**config.mk**
```make
export PLATFORM = sky130hd
export DESIGN_NAME = dataslot_read_requester
export DESIGN_NICKNAME = d
export VERILOG_FILES = /design/src/rtl/bridge_pkg.sv /design/src/rtl/timeout_counter.sv /design/src/rtl/dataslot_read_requester.sv
export SDC_FILE = /design/constraint.sdc
export NUM_CORES = 1
export LEC_CHECK = 0
export CORE_MARGIN = 5
export CORE_UTILIZATION = 60
export CTS_BUF_LIST = sky130_fd_sc_hd__clkbuf_8 sky130_fd_sc_hd__clkbuf_16
export CTS_CLUSTER_DIAMETER = 120
export DETAILED_ROUTE_END_ITERATION = 7
export DONT_BUFFER_PORTS = 1
export HOLD_SLACK_MARGIN = 0.03
export PLACE_DENSITY = 0.81
export SLEW_MARGIN = 20
export SYNTH_ARGS = -nofsm -noshare
export SYNTH_HDL_FRONTEND = slang
export SYNTH_SLANG_ARGS = --single-unit
```
**constraint.sdc**
```tcl
create_clock -name clk -period 2.5 [get_ports clk]
set_input_delay 0.5 -clock clk [delete_from_list [all_inputs] [get_ports clk]]
set_output_delay 0.5 -clock clk [all_outputs]
set_load 0.1 [all_outputs]
```
**src/rtl/bridge_pkg.sv**
```systemverilog
// bridge_pkg: shared types and constants for the APF bridge command blocks.
package bridge_pkg;

    typedef enum logic [2:0] {
        IDLE,
        ISSUE,
        WAIT_DONE,
        COMPLETE,
        RELEASE
    } rd_req_state_e;

    localparam logic [2:0] DS_ERR_TIMEOUT = 3'h7;

    typedef struct packed {
        logic [15:0] slot_id;
        logic [31:0] bridge_addr;
        logic [31:0] length;
        logic [31:0] offset;
    } dataslot_param_t;

endpackage

```
**src/rtl/timeout_counter.sv**
```systemverilog
// timeout_counter: saturating watchdog; expired flags the last allowed cycle, LIMIT 0 never expires.
module timeout_counter #(
    parameter logic [31:0] LIMIT     = 32'd74_250_000,
    parameter int          CNT_WIDTH = 27
) (
    input  logic clk,
    input  logic reset_n,
    input  logic clear,
    input  logic enable,
    output logic expired
);

    localparam logic [CNT_WIDTH-1:0] LAST = CNT_WIDTH'(LIMIT - 32'd1);

    logic [CNT_WIDTH-1:0] cnt;

    always_ff @(posedge clk or negedge reset_n) begin
        if (!reset_n)
            cnt <= '0;
        else if (clear)
            cnt <= '0;
        else if (enable && cnt != LAST)
            cnt <= cnt + 1'b1;
    end

    assign expired = (LIMIT != 32'd0) && (cnt == LAST);

endmodule

```
**src/rtl/dataslot_read_requester.sv**
```systemverilog
// dataslot_read_requester: turns a held dataslot read request into the APF target_dataslot_read handshake.
module dataslot_read_requester
    import bridge_pkg::*;
#(
    parameter logic [31:0] TIMEOUT_CYCLES = 32'd74_250_000,
    parameter int          CNT_WIDTH      = 27
) (
    input  logic        clk,
    input  logic        reset_n,
    input  logic        req_valid,
    input  logic [15:0] req_slot_id,
    input  logic [31:0] req_bridge_addr,
    input  logic [31:0] req_length,
    input  logic [31:0] req_offset,
    output logic        req_done,
    output logic [2:0]  req_err,
    output logic        req_busy,
    output logic        target_dataslot_read,
    output logic [15:0] target_dataslot_id,
    output logic [31:0] target_dataslot_bridgeaddr,
    output logic [31:0] target_dataslot_length,
    output logic [31:0] target_dataslot_slotoffset,
    input  logic        target_dataslot_ack,
    input  logic        target_dataslot_done,
    input  logic [2:0]  target_dataslot_err
);

    rd_req_state_e   state;
    dataslot_param_t p;
    logic            expired;
    logic            wd_enable;
    logic            wd_clear;

    // Clearing on every exit edge means the next counted state starts from zero.
    always_comb begin
        wd_enable = (state == ISSUE) || (state == WAIT_DONE);
        wd_clear  = !wd_enable || target_dataslot_done
                    || (state == ISSUE && target_dataslot_ack) || expired;
        target_dataslot_read       = state == ISSUE;
        req_done                   = state == COMPLETE;
        req_busy                   = (state == ISSUE) || (state == WAIT_DONE) || (state == COMPLETE);
        target_dataslot_id         = p.slot_id;
        target_dataslot_bridgeaddr = p.bridge_addr;
        target_dataslot_length     = p.length;
        target_dataslot_slotoffset = p.offset;
    end

    timeout_counter #(
        .LIMIT    (TIMEOUT_CYCLES),
        .CNT_WIDTH(CNT_WIDTH)
    ) u_wd (
        .clk    (clk),
        .reset_n(reset_n),
        .clear  (wd_clear),
        .enable (wd_enable),
        .expired(expired)
    );

    always_ff @(posedge clk or negedge reset_n) begin
        if (!reset_n) begin
            state   <= IDLE;
            p       <= '0;
            req_err <= '0;
        end else begin
            case (state)
                IDLE: if (req_valid) begin
                    p     <= '{slot_id: req_slot_id, bridge_addr: req_bridge_addr,
                               length: req_length, offset: req_offset};
                    state <= ISSUE;
                end
                // done wins over ack so a combined ack+done completes directly
                ISSUE: if (target_dataslot_done) begin
                    req_err <= target_dataslot_err;
                    state   <= COMPLETE;
                end else if (target_dataslot_ack) begin
                    state <= WAIT_DONE;
                end else if (expired) begin
                    req_err <= DS_ERR_TIMEOUT;
                    state   <= COMPLETE;
                end
                WAIT_DONE: if (target_dataslot_done) begin
                    req_err <= target_dataslot_err;
                    state   <= COMPLETE;
                end else if (expired) begin
                    req_err <= DS_ERR_TIMEOUT;
                    state   <= COMPLETE;
                end
                COMPLETE: state <= RELEASE;
                RELEASE:  if (!req_valid) state <= IDLE;
                default:  state <= IDLE;
            endcase
        end
    end

endmodule

```
Yosys cells after proc, flatten, opt, wreduce, memory -nomap -nowiden
Cells that the tools add are included.

cells by class
  add/subtract/negate cells = 1
  bitwise logic cells = 0
  shift operators = 0
  equal/unequal tests = 9
  reduce and logical (&&, ||, !) cells = 14
  $lt $le $gt $ge = 0
  multiplexer cells = 14
  $mul = 0
  div/mod/pow operators = 0

operators by type and width
  cell                                           number
  two-way mux 27 bit                             2
  two-way mux 3 bit                              10
  adder 27 x 1 -> 27 bit, second input constant  1
  == test 27 bit, second input constant          1
  != test 27 bit, second input constant          1
  one-hot mux 3 bit (5 select lines)             1
  == test 3 x 2 -> 1 bit, second input constant  2
  one-hot mux 3 bit (2 select lines)             1
  AND reduction 2 bit                            3
  logical OR 1 bit                               5
  != test 2 bit, second input constant           2
  nonzero test 2 bit                             2
  == test 3 x 1 -> 1 bit, second input constant  1
  == test 3 bit, second input constant           1
  logical NOT 3 bit                              1
  != test 3 x 2 -> 1 bit, second input constant  1
  logical AND 1 bit                              2
  logical NOT 1 bit                              1

word-level totals
  output and inout port bits = 118
  bits of input ports = 120
  register bits = 145
  memories kept = 0
  latch bits = 0
  word-level logic and storage cells = 45
  RAM bits = 0
  memory bits (read-only) = 0

Depth between registers and ports, before layout
  depth in word-level cells = 7
  depth in mapped cells = 7
  depth with buffers taken out = 5

By module
A second synthesis with hierarchy kept.

second synthesis, totals
  cells, all modules = 437
  area total of the unflattened synthesis = 6,359.8 um^2

by module, submodules not included
  module                   area each (um^2)  seq. area each (um^2)  instances  cells an instance
  dataslot_read_requester  4,904.7           2,952.8                1          280
  timeout_counter          1,455.1           675.6                  1          157

Worst setup path before layout
Ideal clock, no wire load.

  path type = register to output
  start = reg state[1]
  end = out target_dataslot_read
  stages on the path, launching flop included = 3
  arrival = 1.827 ns
  slack = 0.173 ns
  buffers on the path = 0
  required time = 2.000 ns
  path through = dfrtp_1 nand2b_1 nor2_1

on the way
  word-level cells in the longest chain between the ends = 1

RTL lines
  item                    RTL line                       text
  from (decl)             dataslot_read_requester.sv:28  rd_req_state_e state;
  from (signal assigned)  dataslot_read_requester.sv:61  state <= IDLE;
  from (signal assigned)  dataslot_read_requester.sv:69  state <= ISSUE;
  from (signal assigned)  dataslot_read_requester.sv:74  state <= COMPLETE;
  == test 3 x 1 -> 1 bit  dataslot_read_requester.sv:39  target_dataslot_read = state == ISSUE;
  to (decl)               dataslot_read_requester.sv:18  output logic target_dataslot_read,

No other way between the ends.

Final worst setup path
  start = reg u_wd.cnt[0]
  end = reg u_wd.cnt[26]

on the way
  word-level cells in the longest chain between the ends = 3
  elaborated cells on any way between the ends = 8
  classes of those cells = 1 x add/sub; 2 x eq/ne; 2 x mux; 3 x reduce/logical

RTL lines
  item                                                      RTL line               text
  from (decl)                                               timeout_counter.sv:15  logic [CNT_WIDTH-1:0] cnt;
  from (signal assigned)                                    timeout_counter.sv:23  cnt <= cnt + 1'b1;
  adder 27 x 1 -> 27 bit, or another cell as far along      timeout_counter.sv:23
  two-way mux 27 bit, or another cell as far along          timeout_counter.sv:22  else if (enable && cnt != LAST)
  two-way mux 27 bit or nonzero test 2 bit (tied branches)  -

Parallel ways exist; a longest one is shown, timed or not. The select of a mux whose other input is x is not followed.
A chain may end at the register's enable or synchronous reset.

==> results.yml <==
clocking:
  cts.repair.resized: 0
  htreeDepth: 4
  cts_tree: "yes"
  clk_latency_ns: 0.51
  clkTransAtPathRegs_ns: 0.06
  cts_buffers: 17
  cts_buffer_depth: 2
  clock_sinks: 145
  cts_root_buffer: "clkbuf_8"
die:
  io_pins: 238
  dieArea_mm2: 0.0120
  die_h_um: 109
  rows: 36
  die_x_um: 109
  core-area_mm2: 0.00968
  start_util_pct: 61.2
routing:
  ant_nets: 0
  first_pass_iters: 5
  vias: 3477
  finalWirelength_mm: 13.3
  dr.first_iter.drc_count: 269
  route.detailed.drc: 0
  wl_per_cell_um: 22.9
  viasPerCell: 5.97
finish:
  final_cell_mix: "145 x dfrtp_1, 112 x mux2_2, 22 x nor3_1"
  drive_gt1_share_pct: 37.6
  synthToLayoutAreaGrowth_pct: 13.0
  fin_nets: 557
  antennaDiodeCount: 0
  final_common_cell: "dfrtp_1"
synthesis:
  avgSynthCellArea_um2: 14.0
  syn_area_mm2: 0.00593
  syn_inst: 423
  synth_edf_count: 0
  synth_flop_cell: "dfrtp_1"
  syn_nets: 544
  ys_async_sr_fraction_pct: 100
  synth.ff_latch_count: 145
  yosysWarningCount: 0
  yosysSeqAreaShare_pct: 61.2
  ys_types: 40
timing:
  fmax_mhz: 450
  rsz0062_at_grt: "no"
  hold_violations: 145
  relSlewSlack_pct: 35.1
  tightest_slew_ns: 0.974
  clock_skew_ns: 0.00617
  setup_viol: 0
  tns_ns: 0
  layout_min_cycle_time_ns: 2.22
  whs_ns: -0.325
  slew_viol_final: 0
  post-route-period-util_pct: 88.9
worst_setup_path:
  crit_required_ns: 2.91
  cp-endpoint: "u_wd.cnt[26]"
  path_cells: "ha_1 > nand4_1 > or4_4 > or4_1 > a211oi_1"
  end_kind: "register"
  reg2reg_depth: 5
  crit_family: "simple AND/OR/NAND/NOR gates"
  r2r-end: "u_wd.cnt[26]"
  startpoint: "u_wd.cnt[0]"
  reg2reg_from: "u_wd.cnt[0]"
  worst_path_largest_cell_delay_ns: 0.55
  start_kind: "register"
  crit_cells: 5
  path_max_fanout: 13
  rrSetupSlack_ns: 0.28
  slowest_stage: "or4_4"
  criticalPathCategory: "reg -> reg"
  critPathBufInv: 0
  crit_arrival_ns: 2.64
placed_design:
  place_congestion: 0.787
  dp_hpwl_mm: 9.53
  numPortBuffers: 0
global_routing:
  grt.overflow.total: 0
  antenna_found_initial: 1
  grt_pass1_wl_mm: 19.8
  grt_pass1_vias: 3583
  grt_use_total_pct: 22.1
  grt_max_degree: 146
run:
  drv_cap: 0
run_status:
  violations: "hold timing"
  outcome: "finished, violations left"
hold_path:
  hold_class: "in -> async"
metal layers:
layer  up-vias  track usage [%]  wire, um
met2       155             37.5      7130
met4         2             6.50       185
met3        15             9.57      1260
met1      1742             25.3      4740
met5         -                0        13
li1       1563                -         -
how the worst min path moves through the flow:
stage	startpoint	endpoint	slack [ns]
2_1_floorplan	reset_n	req_err[0]	0.20
3_3_place_gp	reset_n	target_dataslot_id[10]	0.21
3_5_place_dp	reset_n	target_dataslot_id[10]	0.21
4_1_cts	reset_n	target_dataslot_slotoffset[15]	-0.35
5_1_grt	reset_n	target_dataslot_id[10]	-0.36
6_report	reset_n	target_dataslot_id[10]	-0.33
cell usage after synthesis, types with 6 or more instances:
library cell	count	area, um2
or4_1	6	45.0
nand4_1	8	50.1
nor2_1	10	37.5
clkbuf_1	6	22.5
xnor2_1	11	96.3
nand2_1	9	33.8
o31ai_1	6	45.0
inv_1	9	33.8
dfrtp_1	145	3630
or3_1	6	37.5
nor3_1	22	110
nand3_1	6	30.0
buf_2	8	40.0
a211oi_1	15	113
mux2_2	112	1260
o21ai_0	8	40.0
state kept, by name, summed over array words and instances, names as in the netlist:
| register | flops |
|---|---|
| req_err | 3 |
| state | 3 |
| target_dataslot_bridgeaddr | 32 |
| target_dataslot_id | 16 |
| target_dataslot_length | 32 |
| target_dataslot_slotoffset | 32 |
| u_wd.cnt | 27 |
worst reg2reg max path: stages (launching register included):
cell,delay [ns]
dfrtp_1,0.39
ha_1,0.23
nand4_1,0.20
or4_4,0.55
or4_1,0.51
a211oi_1,0.25
cells by family after synthesis:
group / after synthesis / synth area share (%)
and+or+nand+nor: 85 / 8.50
adders and majority gates: 1 / 0.211
xor gates and xnor gates: 13 / 1.92
DFF: 145 / 61.2
AOI/OAI and AO/OA: 38 / 4.45
buffers and inverters: 29 / 2.45
muxes: 112 / 21.3
timing repair:
item | in CTS | in global routing
endpoints found under the hold margin | 145 | 145
buffers inserted | 0 | 0
endpoints found under the setup margin | 0 | 0
metrics by stage:
stage                     cell area (um2)  cells  hold slack [ns]  worst slack, ns  utilization (%)
after floorplan                      5930    423            0.204            0.173                -
after global placement               6130    550            0.207            0.381             63.3
after CTS                            6700    582           -0.347            0.276             69.2
final                                6700    582           -0.325            0.278             69.2
after global routing                 6700    582           -0.363            0.129             69.2
after detailed placement             6130    550            0.208            0.292             63.3
area by class of cell:
type                            instances  area, um2
Clock inverter                         15        159
Sequential cell                       145       3630
Inverter                                9       33.8
Fill cell                             647       2980
Tap cell                              133        166
Multi-Input combinational cell        249       2170
Clock buffer                           17        414
Timing Repair Buffer                   14        130
Power is left out: the tool's default activity adds up to more than one toggle a clock period on the data nets, which glitch-free logic cannot reach.
==> patch 1: new RTL, same settings <==
`CNT_WIDTH` is set to 27 in 2 places; all go to 23.
--- a/src/rtl/timeout_counter.sv
+++ b/src/rtl/timeout_counter.sv
@@ -2,5 +2,5 @@
 module timeout_counter #(
     parameter logic [31:0] LIMIT     = 32'd74_250_000,
-    parameter int          CNT_WIDTH = 27
+    parameter int          CNT_WIDTH = 23
 ) (
     input  logic clk,
--- a/src/rtl/dataslot_read_requester.sv
+++ b/src/rtl/dataslot_read_requester.sv
@@ -4,5 +4,5 @@
 #(
     parameter logic [31:0] TIMEOUT_CYCLES = 32'd74_250_000,
-    parameter int          CNT_WIDTH      = 27
+    parameter int          CNT_WIDTH      = 23
 ) (
     input  logic        clk,
Behaviour: no difference found for any inputs over 4 cycles, from zero or initial values and one cycle with reset_n low; that may be too few to reach the edited logic, so the function may still have changed.
==> patch 1 against the original RTL <==
  * The flow still finishes with violations (negative hold slack)
  * Utilization up 0.32 points
  * Routed wire length is 4.7% lower
  * Worst setup slack better by 120 ps
  * Area after synthesis shrank 4.6%
  * Highest routed layer unchanged
  * Sequential share of layout area is 1.0 points higher
  * Sequential cell count decreased by 4
  * Design area fell by 4.6%
Power is not shown: default switching activity piles up to over one toggle a cycle in this logic, so the estimate is an artifact.
==> patch 1: results (changes against the original RTL) <==
Drt
  • First DRT Iteration DRCs: 223 (-17%)
  • Pre-Repair DR Iteration Count: 5 (unchanged)
  • WL per Instance: 23.8 microns (+3.7%)
  • Avg Vias per Cell: 6.16 (+3.0%)

Critical path
  • WP data arrival: 2520 ps (-120 ps)
  • R2R cell count: 5 (unchanged)
  • Max Fanout on Critical Path: 6 (-7)

Cells and area
  • Number of nets in the layout: 532 (-4.5%)
  • Share of cells above drive strength 1: 0.389 (+0.0128)
  • Fill count: 621 (-4.0%)
  • # diodes: 0 (unchanged)

Global routing
  • Vias in the first global route: 3436 (-4.1%)
  • First-pass GRT wire length: 18900 microns (-4.7%)
  • Largest net degree at the start of global routing: 142 (-2.7%)
  • Total GRT Usage: 0.215 (-0.00581)

Logic synthesis
  • Top_reg_cell synth: dfrtp_1
  • Synth top cells by count: 141 x dfrtp_1, 112 x mux2_2, 27 x nor2_1
  • Post-Synth XOR/XNOR Area: 0.0232 (+0.00402)
  • Async S/R FF share, synth: 1.00 (unchanged)
  • Post-Synth Adder-Cell Area: 0.00221 (+0.000101)
  • Net Count, Synth: 519 (-4.6%)
  • Mux contribution to synthesized area: 0.223 (+0.0102)
  • Synth Area in Compound Gates: 0.0270 (-0.0175)
  • Synth top area cells: dfrtp_1 62%, mux2_2 22%, nor2_1 1.8%, xnor2_1 1.2%, xor2_1 1.1%
  • Ys Warns: 0 (unchanged)
  • Seq/Total Area, Yosys: 0.624 (+0.0117)
  • Post-synthesis cell type count: 40 (unchanged)

Status
  • Failing checks: negative hold slack
  • Outcome: finished, violations left

Clock tree
  • Clock Latency Late Sink: 510 ps (about the same)
  • Reg clk slew, reported paths: 60 ps (about the same)
  • Longest Clk Path Bufs: 2 (unchanged)
  • H-Tree Depth: 4 (unchanged)
  • TritonCTS Buffers: 17 (unchanged)
  • CTS resizes: 0 (unchanged)
  • Setup Buffers After CTS: 0 (unchanged)

Place
  • DP HPWL: 9280 microns (-2.7%)
  • GPL Wtd Cong: 0.839 (+6.7%)
  • Buffers on Ports: 0 (unchanged)

STA
  • Final Hold Slack: -316 ps (+9.32 ps)
  • Worst-Margin Slew: 971 ps (-2.87 ps)
  • Number of hold violations in the final report: 141 (-2.8%)
  • Clock Skew: 10.0 ps (+3.88 ps)
## patch 1: changes by cell type after synthesis, moves of 4 or more
cell	before	now
a211oi_1	15	2
or4_1	6	1
o31ai_1	6	0
xor2_1	2	7
dfrtp_1	145	141
nor2_1	10	27
inv_1	9	5
nor3_1	22	2
## patch 1: stage by stage
step                std cells  area, sq um  hold WS [ps]   util  setup WS [ps]
floorplan                 398         5660           204      -            190
global placement          503         5860           208  0.638            519
detailed placement        503         5860           208  0.638            437
CTS                       535         6390          -339  0.695            371
global route              535         6390          -346  0.695            315
finish                    535         6390          -316  0.695            394
## patch 1: metal layers
layer,track usage,wire [microns],share of wire,vias up
met3,0.0831,1200,0.094,25
met5,0,7,0.00055,-
met4,0.0849,304,0.024,2
li1,-,-,-,1446
met2,0.373,6640,0.52,165
met1,0.236,4560,0.36,1655
## patch 1: critical path: stages, from the launching register on
cell,delay (ps)
dfrtp_1,400
ha_1,230
nand4_1,230
or4_4,620
or3_1,360
a21oi_1,180
## patch 1: final cells by class
type                       count  area [sq um]  area share
tap                          111           139      0.0217
multi-input combinational    234          2050       0.321
clock buffer                  17           414      0.0648
sequential                   141          3530       0.552
timing repair buffer          12           128      0.0200
clock inverter                15           115      0.0180
inverter                       5          18.8     0.00294
## patch 1: path summary, 6_finish.rpt
| kind | startpoint | end | slack [ps] |
|---|---|---|---|
| worst max-delay path | u_wd.cnt[0]$_DFFE_PN0P_ | u_wd.cnt[22]$_DFFE_PN0P_ | 390 |
| max in group asynchronous | reset_n | u_wd.cnt[22]$_DFFE_PN0P_ | 2650 |
| worst max register to register | u_wd.cnt[0]$_DFFE_PN0P_ | u_wd.cnt[22]$_DFFE_PN0P_ | 390 |
| worst min register to register | u_wd.cnt[0]$_DFFE_PN0P_ | u_wd.cnt[0]$_DFFE_PN0P_ | 510 |
| min in group clk | req_offset[15] | target_dataslot_slotoffset[15]$_DFFE_PN0P_ | 140 |
| worst min-delay path | reset_n | target_dataslot_length[23]$_DFFE_PN0P_ | -320 |
## patch 1: cell families (layout without fill, tap and decap cells)
kind of cell               count (synthesis)  after routing
buffers and inverters                     23             49
DFF                                      141            141
xor gates and xnor gates                  15             15
AOI/OAI and AO/OA                         24             24
muxes                                    112            112
adders and majority gates                  1              1
and+or+nand+nor                           82             82
==> patch 2: new RTL, same flow settings <==
Without the edit above. Register the inputs `req_offset`, `target_dataslot_ack`, `target_dataslot_done` and `target_dataslot_err` before use, cleared by the reset. The logic sees them one clock later. The other inputs are not delayed to match.
--- a/src/rtl/dataslot_read_requester.sv
+++ b/src/rtl/dataslot_read_requester.sv
@@ -26,4 +26,23 @@
 );
 
+    logic [31:0] req_offset_q;
+    logic target_dataslot_ack_q;
+    logic target_dataslot_done_q;
+    logic [2:0] target_dataslot_err_q;
+
+    always_ff @(posedge clk or negedge reset_n) begin
+        if (!reset_n) begin
+            req_offset_q           <= '0;
+            target_dataslot_ack_q  <= '0;
+            target_dataslot_done_q <= '0;
+            target_dataslot_err_q  <= '0;
+        end else begin
+            req_offset_q           <= req_offset;
+            target_dataslot_ack_q  <= target_dataslot_ack;
+            target_dataslot_done_q <= target_dataslot_done;
+            target_dataslot_err_q  <= target_dataslot_err;
+        end
+    end
+
     rd_req_state_e   state;
     dataslot_param_t p;
@@ -35,6 +54,6 @@
     always_comb begin
         wd_enable = (state == ISSUE) || (state == WAIT_DONE);
-        wd_clear  = !wd_enable || target_dataslot_done
-                    || (state == ISSUE && target_dataslot_ack) || expired;
+        wd_clear  = !wd_enable || target_dataslot_done_q
+                    || (state == ISSUE && target_dataslot_ack_q) || expired;
         target_dataslot_read       = state == ISSUE;
         req_done                   = state == COMPLETE;
@@ -66,12 +85,12 @@
                 IDLE: if (req_valid) begin
                     p     <= '{slot_id: req_slot_id, bridge_addr: req_bridge_addr,
-                               length: req_length, offset: req_offset};
+                               length: req_length, offset: req_offset_q};
                     state <= ISSUE;
                 end
                 // done wins over ack so a combined ack+done completes directly
-                ISSUE: if (target_dataslot_done) begin
-                    req_err <= target_dataslot_err;
+                ISSUE: if (target_dataslot_done_q) begin
+                    req_err <= target_dataslot_err_q;
                     state   <= COMPLETE;
-                end else if (target_dataslot_ack) begin
+                end else if (target_dataslot_ack_q) begin
                     state <= WAIT_DONE;
                 end else if (expired) begin
@@ -79,6 +98,6 @@
                     state   <= COMPLETE;
                 end
-                WAIT_DONE: if (target_dataslot_done) begin
-                    req_err <= target_dataslot_err;
+                WAIT_DONE: if (target_dataslot_done_q) begin
+                    req_err <= target_dataslot_err_q;
                     state   <= COMPLETE;
                 end else if (expired) begin
Formal check against the unedited RTL: not equivalent (Yosys sat finds a counterexample within 4 cycles, from zero or initial values and one cycle with reset_n low).
==> patch 2 against the original RTL <==
  * The run still ends with negative hold slack left
  * Design area increased by 14%
  * Global-route usage decreased by 2.2 points
  * Worst hold slack improved by 100 ps
  * Routed wire length is 1.0% higher
  * Worst setup slack improved by 100 ps
  * Sequential share of layout area up 5.6 points
  * Sequential cell count up 37
  * Synthesized cell count increased by 9.5%
  * Area after synthesis is 16% higher
  * Non-clock buffer count down 5
Power is left out: the tool's default activity adds up to more than one toggle a clock period on the data nets, which glitch-free logic cannot reach.
==> patch 2: results (changes against the original RTL) <==
Status
  • Failing checks: negative hold slack
  • Outcome: finished, violations left

Place
  • DP HPWL: 9480 microns (-0.55%)
  • DP Area: 7030 sq um (+15%)
  • Buffers on Ports: 0 (unchanged)
  • Worst slack, placed: 508 ps (+216 ps)
  • GPL Wtd Cong: 0.848 (+7.8%)
  • Dpl cells: 597 (+8.5%)

Flow run
  • Max Cap Viol: 0 (unchanged)

Global routing
  • Total GRT Usage: 0.198 (-0.0222)
  • Vias in the first global route: 3900 (+8.8%)
  • Initial antenna violation count: 4 (+3)
  • Largest net degree at the start of global routing: 183 (+25%)
  • First-pass GRT wire length: 20400 microns (+2.9%)

STA
  • Worst-Margin Slew: 968 ps (-5.71 ps)
  • Fin crit period: 2120 ps (-100 ps)
  • Final Hold Slack: -221 ps (+104 ps)
  • Clock Skew: 7.55 ps (+1.38 ps)
  • Number of hold violations in the final report: 182 (+26%)

Logic synthesis
  • Post-Synth Adder-Cell Area: 0.00183 (-0.000284)
  • Seq/Total Area, Yosys: 0.665 (+0.0527)
  • Post-Synth XOR/XNOR Area: 0.0192 (-0.0000313)
  • Post-synthesis cell type count: 42 (+5.0%)
  • Synth top area cells: dfrtp_1 66%, mux2_2 18%, nor2_1 1.5%, xnor2_1 1.0%, nand4_1 0.91%
  • Net Count, Synth: 584 (+7.4%)
  • Avg Synthesized Cell Area: 14.8 sq um (+5.6%)
  • Top_reg_cell synth: dfrtp_1
  • Synth top cells by count: 182 x dfrtp_1, 112 x mux2_2, 28 x nor2_1
  • Synth Area in Compound Gates: 0.0336 (-0.0109)
  • Mux contribution to synthesized area: 0.184 (-0.0287)
  • Ys Warns: 0 (unchanged)

Clock tree
  • CTS resizes: 0 (unchanged)
  • TritonCTS Buffers: 17 (unchanged)
  • Clock Latency Late Sink: 420 ps (-90 ps)
  • Longest Clk Path Bufs: 2 (unchanged)
  • CTS root buffer: clkbuf_16

Critical path
  • Critical-path top delay cell: dfrtp_1
  • R2R Path End: u_wd.cnt[26]$_DFFE_PN0P_
  • Critical Path Start: state[2]$_DFFE_PN0P_
  • WP data arrival: 1620 ps (-1020 ps)
  • Internal reg-to-reg setup slack: 480 ps (+200 ps)
  • Max Fanout on Critical Path: 7 (-6)
  • R2R cell count: 5 (unchanged)
  • Reg-to-reg startpoint: u_wd.cnt[0]$_DFFE_PN0P_
  • Crit-path leading delay family: buffers and inverters
  • CP peak stage delay: 490 ps (-60 ps)
  • Critical Path Sink: req_done

Drt
  • Avg Vias per Cell: 5.91 (-1.1%)
  • WL per Instance: 21.3 microns (-7.0%)
  • Total number of vias: 3734 (+7.4%)
  • First DRT Iteration DRCs: 255 (-5.2%)
  • Pre-Repair DR Iteration Count: 4 (-1)

Worst hold path
  • Hold Path Class: in -> async

Cells and area
  • Share of cells above drive strength 1: 0.340 (-0.0362)
  • Number of nets in the layout: 594 (+6.6%)
  • Fill count: 813 (+26%)
==> patch 2: cell count changes after synthesis, sizes merged, moves of 4 or more <==
cell,change
a211oi,-12
a21oi,+9
and3,+5
buf,-4
dfrtp,+37
inv,-5
nand4,+4
nor2,+18
nor3,-20
xor2,+5
==> patch 2: routing by layer <==
layer | share of wire | vias up | GRT usage
li1 | - | 1683 | -
met1 | 0.38 | 1859 | 0.241
met2 | 0.50 | 169 | 0.309
met3 | 0.10 | 23 | 0.0853
met4 | 0.018 | 0 | 0.0902
met5 | 0 | - | 0
==> patch 2: final cells by class <==
cell class / instances / area [sq um] / area share
Tap cell: 143 / 179 / 0.0235
Timing Repair Buffer: 9 / 80.1 / 0.0105
Sequential cell: 182 / 4550 / 0.597
Clock inverter: 12 / 129 / 0.0169
Multi-Input combinational cell: 259 / 2200 / 0.289
Inverter: 4 / 15.0 / 0.00197
Antenna cell: 4 / 10.0 / 0.00131
Clock buffer: 19 / 453 / 0.0594
